**src/rtl/dmem_arbiter.sv**
```systemverilog
// Two-requester round-robin arbiter in front of a single data-memory port.
// Each grant runs one memory access, bounded by TIMEOUT cycles, and returns a one-cycle ack.
module dmem_arbiter #(
    parameter int TIMEOUT = 16
) (
    input  logic        clk,
    input  logic        reset,

    input  logic        m0_req,
    input  logic        m0_we,
    input  logic [31:0] m0_addr,
    input  logic [31:0] m0_wdata,
    output logic [31:0] m0_rdata,
    output logic        m0_ack,

    input  logic        m1_req,
    input  logic        m1_we,
    input  logic [31:0] m1_addr,
    input  logic [31:0] m1_wdata,
    output logic [31:0] m1_rdata,
    output logic        m1_ack,

    output logic        err,

    output logic        mem_en,
    output logic        mem_we,
    output logic [31:0] mem_addr,
    output logic [31:0] mem_wdata,
    input  logic [31:0] mem_rdata,
    input  logic        mem_ack,

    output logic        owner,
    output logic        busy
);

    typedef enum logic [1:0] {
        IDLE   = 2'd0,
        ACCESS = 2'd1,
        RESP   = 2'd2
    } state_t;

    localparam logic [7:0] CNT_LAST = 8'(TIMEOUT - 1);

    state_t      state_q, state_d;
    logic        owner_q, owner_d;
    logic        last_owner_q, last_owner_d;
    logic        we_q, we_d;
    logic [31:0] addr_q, addr_d;
    logic [31:0] wdata_q, wdata_d;
    logic [31:0] rdata_q, rdata_d;
    logic [7:0]  cnt_q, cnt_d;
    logic        err_q, err_d;

    logic        winner;
    logic        in_access;
    logic        in_resp;

    // On a tie the requester that was not served last wins; a lone requester always wins.
    assign winner = (m0_req && m1_req) ? ~last_owner_q : m1_req;

    // NOTE: every signal written here gets its default first, so no path can leave it
    // unassigned and infer a latch.
    always_comb begin
        state_d      = state_q;
        owner_d      = owner_q;
        last_owner_d = last_owner_q;
        we_d         = we_q;
        addr_d       = addr_q;
        wdata_d      = wdata_q;
        rdata_d      = rdata_q;
        cnt_d        = cnt_q;
        err_d        = err_q;

        unique case (state_q)
            IDLE: begin
                if (m0_req || m1_req) begin
                    state_d      = ACCESS;
                    owner_d      = winner;
                    last_owner_d = winner;
                    we_d         = winner ? m1_we    : m0_we;
                    addr_d       = winner ? m1_addr  : m0_addr;
                    wdata_d      = winner ? m1_wdata : m0_wdata;
                    cnt_d        = 8'd0;
                    err_d        = 1'b0;
                end
            end
            ACCESS: begin
                if (mem_ack) begin
                    // An ack in the final allowed cycle still counts as success.
                    state_d = RESP;
                    rdata_d = we_q ? 32'd0 : mem_rdata;
                    err_d   = 1'b0;
                end else if (cnt_q == CNT_LAST) begin
                    state_d = RESP;
                    rdata_d = 32'd0;
                    err_d   = 1'b1;
                end else begin
                    cnt_d = cnt_q + 8'd1;
                end
            end
            RESP: begin
                state_d = IDLE;
            end
            default: begin
                state_d = IDLE;
            end
        endcase
    end

    // NOTE: sequential state uses non-blocking assignments only, so every flop samples
    // the values from before the edge regardless of statement order.
    always_ff @(posedge clk or posedge reset) begin
        if (reset) begin
            state_q      <= IDLE;
            owner_q      <= 1'b0;
            last_owner_q <= 1'b1;
            we_q         <= 1'b0;
            addr_q       <= 32'd0;
            wdata_q      <= 32'd0;
            rdata_q      <= 32'd0;
            cnt_q        <= 8'd0;
            err_q        <= 1'b0;
        end else begin
            state_q      <= state_d;
            owner_q      <= owner_d;
            last_owner_q <= last_owner_d;
            we_q         <= we_d;
            addr_q       <= addr_d;
            wdata_q      <= wdata_d;
            rdata_q      <= rdata_d;
            cnt_q        <= cnt_d;
            err_q        <= err_d;
        end
    end

    // Outputs are decoded from registered state only, and gated to zero outside their phase.
    assign in_access = (state_q == ACCESS);
    assign in_resp   = (state_q == RESP);

    assign mem_en    = in_access;
    assign mem_we    = in_access & we_q;
    assign mem_addr  = in_access ? addr_q  : 32'd0;
    assign mem_wdata = in_access ? wdata_q : 32'd0;

    assign busy      = in_access | in_resp;
    assign owner     = busy & owner_q;

    assign m0_ack    = in_resp & ~owner_q;
    assign m1_ack    = in_resp & owner_q;
    assign m0_rdata  = m0_ack ? rdata_q : 32'd0;
    assign m1_rdata  = m1_ack ? rdata_q : 32'd0;
    assign err       = in_resp & err_q;

endmodule

```
**config.mk**
```make
export PLATFORM = sky130hd
export DESIGN_NAME = dmem_arbiter
export DESIGN_NICKNAME = d
export VERILOG_FILES = /design/src/rtl/dmem_arbiter.sv
export SDC_FILE = /design/constraint.sdc
export NUM_CORES = 1
export LEC_CHECK = 0
export ABC_AREA = 1
export BUFFER_PORTS_ARGS = -buffer_cell sky130_fd_sc_hd__buf_2
export CORE_ASPECT_RATIO = 1.5
export CORE_MARGIN = 1
export CORE_UTILIZATION = 43
export CTS_BUF_LIST = sky130_fd_sc_hd__clkbuf_4 sky130_fd_sc_hd__clkbuf_8
export CTS_CLUSTER_DIAMETER = 150
export DETAILED_ROUTE_END_ITERATION = 8
export HOLD_SLACK_MARGIN = 0.02
export MAX_ROUTING_LAYER = met4
export PLACE_DENSITY = 0.76
export SLEW_MARGIN = 40
export SYNTH_ARGS = -nofsm -noshare
export SYNTH_HDL_FRONTEND = slang
export SYNTH_SLANG_ARGS = --single-unit
```
**constraint.sdc**
```tcl
create_clock -name clk -period 2.73 [get_ports clk]
set_input_delay 0 -clock clk [delete_from_list [all_inputs] [get_ports clk]]
set_output_delay 0 -clock clk [all_outputs]
set_load 0.005 [all_outputs]
```
==> results.tsv <==
stage	metric	value	unit
sta	fin_crit	2.49	ns
cts	cts-root-buf	clkbuf_8	
logic_synthesis	syn_avg_cell_area	7.53	µm²
sta	skew	0.0103	ns
sta	fin_ws	0.245	ns
cts	cts_tree	built	
worst_setup_path	crit_fanout	38	
power_and_ir_drop	p_total	8.33	mW
cts	clockBufferDepth	2	
sta	finalCritPeriodShare	91.0	%
logic_synthesis	yosysWarnings	0	
place	place_congestion	0.873	
global_routing	grt_pass1_wl	33100	µm
floorplanning	initial_utilization	43.8	%
final_layout	syn_to_final_growth	55.9	%
run	drv_cap	0	
place	dp_hpwl	12300	µm
logic_synthesis	syn_inst	814	
global_routing	grt_overflow_total	0	
final_layout	fin_nets	1421	
min_path	min_path_type	input port to register	
sta	hold_ws	0.203	ns
logic_synthesis	syn-num-nets	986	
place	port_buffers	301	
floorplanning	pin_count	302	
detailed_routing	drt_iter0_drc	435	
sta	fmax	402	MHz
logic_synthesis	synth_top_area_share	44.5	%
floorplanning	fp.dieH	148	µm
logic_synthesis	synthSimpleGateAreaFrac	25.1	%
cts	htreeDepth	3	
logic_synthesis	ys_ff_latch	110	
logic_synthesis	synth_cell_types	25	
cts	cts_setup_buffers	0	
final_layout	regArea	0.00275	mm²
worst_setup_path	required	2.98	ns
detailed_routing	via_count	7154	
global_routing	grt_usage	29.1	%
logic_synthesis	syn_area	0.00613	mm²
floorplanning	core	0.0140	mm²
cts	cts_buffers	9	
cts	clock-sinks	110	
floorplanning	die_width	99.5	µm
worst_setup_path	critPathKind	register to register	
logic_synthesis	synthAdderAreaFrac	1.02	%
logic_synthesis	synth_top_family_by_area	simple AND/OR/NAND/NOR gates	
detailed_routing	drt_wl_total	21300	µm
worst_setup_path	ff2ff_setup_slack	0.24	ns
status	outcome	completed	
cts	clk_pin_slew_worst_paths	0.11	ns
logic_synthesis	synth_xor_area_share	0	%
logic_synthesis	synth_area_leaders	dfrtp_1, o21ai_0, nand2_1	
power_and_ir_drop	leakage	5.23	nW
sta	rsz0062_at_grt	false	
detailed_routing	wire_per_inst	14.8	µm
global_routing	grt_pass1_vias	6948	
sta	hold_violations	0	
place	place_area	0.00772	mm²
place	place_ws	0.600	ns
power_and_ir_drop	ir_drop	554	µV
logic_synthesis	synth_mux_area_share	0	%
final_layout	multi_input_area	0.00267	mm²
global_routing	grt_max_degree	111	
power_and_ir_drop	p_per_area	871	mW/mm²
cts	insertion_delay	0.36	ns
detailed_routing	drc_errors	0	
detailed_routing	first_pass_iters	5	
sta	slew_headroom	51.2	%
detailed_routing	drtAntennaViolNets	0	
floorplanning	num_rows	53	
worst_setup_path	cp_data_arrival_time	2.73	ns
worst_setup_path	crit_path_end_kind	register	
sta	final.setup.tns	0	ns
final_layout	fillers	1074	
sta	slew_viol_final	0	
detailed_routing	vias_per_cell	4.95	
final_layout	layout-drive-gt1-share	31.7	%
worst_setup_path	cp-start-kind	register	
logic_synthesis	synth_top_area_cell	dfrtp_1	
floorplanning	fp.dieArea	0.0148	mm²
logic_synthesis	seq_area_frac_synth	44.9	%
logic_synthesis	synth_compound_area_share	17.1	%
final_layout	diodes	0	
sta	setup_viol	0	
global_routing	grt_antenna_before_repair	0	
final_layout	fin_area	0.00956	mm²
sta	tightestPinTransition	0.733	ns
## where the power goes
group | leakage, nW | internal, mW | switching (mW)
combinational | 3.75 | 2.10 | 2.44
clock | 0.0968 | 0.448 | 0.563
sequential | 1.39 | 2.40 | 0.374
## cell type report
cell class / instances / share of cell area, %
Clock buffer: 11 / 1.45
Clock inverter: 5 / 0.615
Inverter: 113 / 4.49
Multi-Input combinational cell: 539 / 28.0
Sequential cell: 110 / 28.8
Tap cell: 192 / 2.51
Timing Repair Buffer: 476 / 34.2
## cell families after synthesis
family,count (synthesis)
buf+inv,165
fa+ha+maj,5
compound gates,187
flops,110
simple gates,347
## cells in the mapped netlist
| master | n |
|---|---|
| o21ai_2 | 30 |
| nor2_1 | 139 |
| inv_1 | 111 |
| ha_1 | 5 |
| a21oi_1 | 3 |
| nor2_4 | 1 |
| nand3_2 | 29 |
| buf_1 | 2 |
| nand3_1 | 10 |
| inv_2 | 2 |
| buf_6 | 4 |
| o21bai_1 | 1 |
| dfrtp_1 | 109 |
| nand2_2 | 1 |
| nand4_4 | 1 |
| buf_12 | 2 |
| buf_8 | 1 |
| clkbuf_1 | 18 |
| clkbuf_2 | 4 |
| o21ai_1 | 22 |
| buf_2 | 21 |
| nand2_1 | 165 |
| dfstp_2 | 1 |
| o21ai_0 | 131 |
| nand2_8 | 1 |
## critical path, stage by stage (launching register included)
cell           delay [ns]
dfrtp_1              0.39
inv_1                0.09
ha_1                 0.29
o21ai_4              0.10
clkinv_2             0.34
buf_12               0.31
o21ai_0              0.13
o21ai_0              0.14
dlygate4sd3_1        0.58
## registers in the layout, summed over array words and instances (netlist names)
register / count
rdata_q: 32
state_q: 2
owner_q: 1
cnt_q: 8
wdata_q: 32
addr_q: 32
we_q: 1
err_q: 1
last_owner_q: 1
## timing repair
| action | in CTS | in global routing |
|---|---|---|
| endpoints found under the hold margin | 207 | 0 |
| setup endpoints to repair | 0 | 1 |
| resized for setup | 0 | 1 |
| hold buffers | 164 | 0 |
## path summary, 6_finish.rpt
path	from	endpoint	depth (start not counted)
worst max-delay path	state_q[0]$_DFFE_PP0P_	addr_q[4]$_DFFE_PP0P_	8
min in group asynchronous	reset	addr_q[25]$_DFFE_PP0P_	4
max in group asynchronous	reset	rdata_q[22]$_DFFE_PP0P_	4
worst min register to register	last_owner_q$_DFFE_PP1P_	last_owner_q$_DFFE_PP1P_	2
worst max register to register	state_q[0]$_DFFE_PP0P_	addr_q[4]$_DFFE_PP0P_	8
worst min-delay path	m0_req	state_q[1]$_DFFE_PP0P_	5
## cell usage in the layout, fill, tap and decap left out, drive strengths merged
cell / n
nor2: 140
dlygate4sd3: 164
nand2: 167
dfrtp: 109
o21bai: 1
ha: 5
inv: 112
nand3: 39
clkinv: 2
a21oi: 3
buf: 312
clkinvlp: 3
nand4: 1
dfstp: 1
bufinv: 1
o21ai: 183
clkbuf: 11
## metal layers
metal	track usage, %	share of wire, %
met3	4.51	6.6
met1	32.1	38
met2	51.5	52
met4	13.2	3.8
met5	-	0
## metrics by stage
stage	cells	utilization (%)
2_1_floorplan	814	-
3_3_place_gp	1266	55.2
3_5_place_dp	1266	55.2
4_1_cts	1446	68.3
5_1_grt	1446	68.3
6_report	1446	68.3
Power figures use the tool's default switching activity.
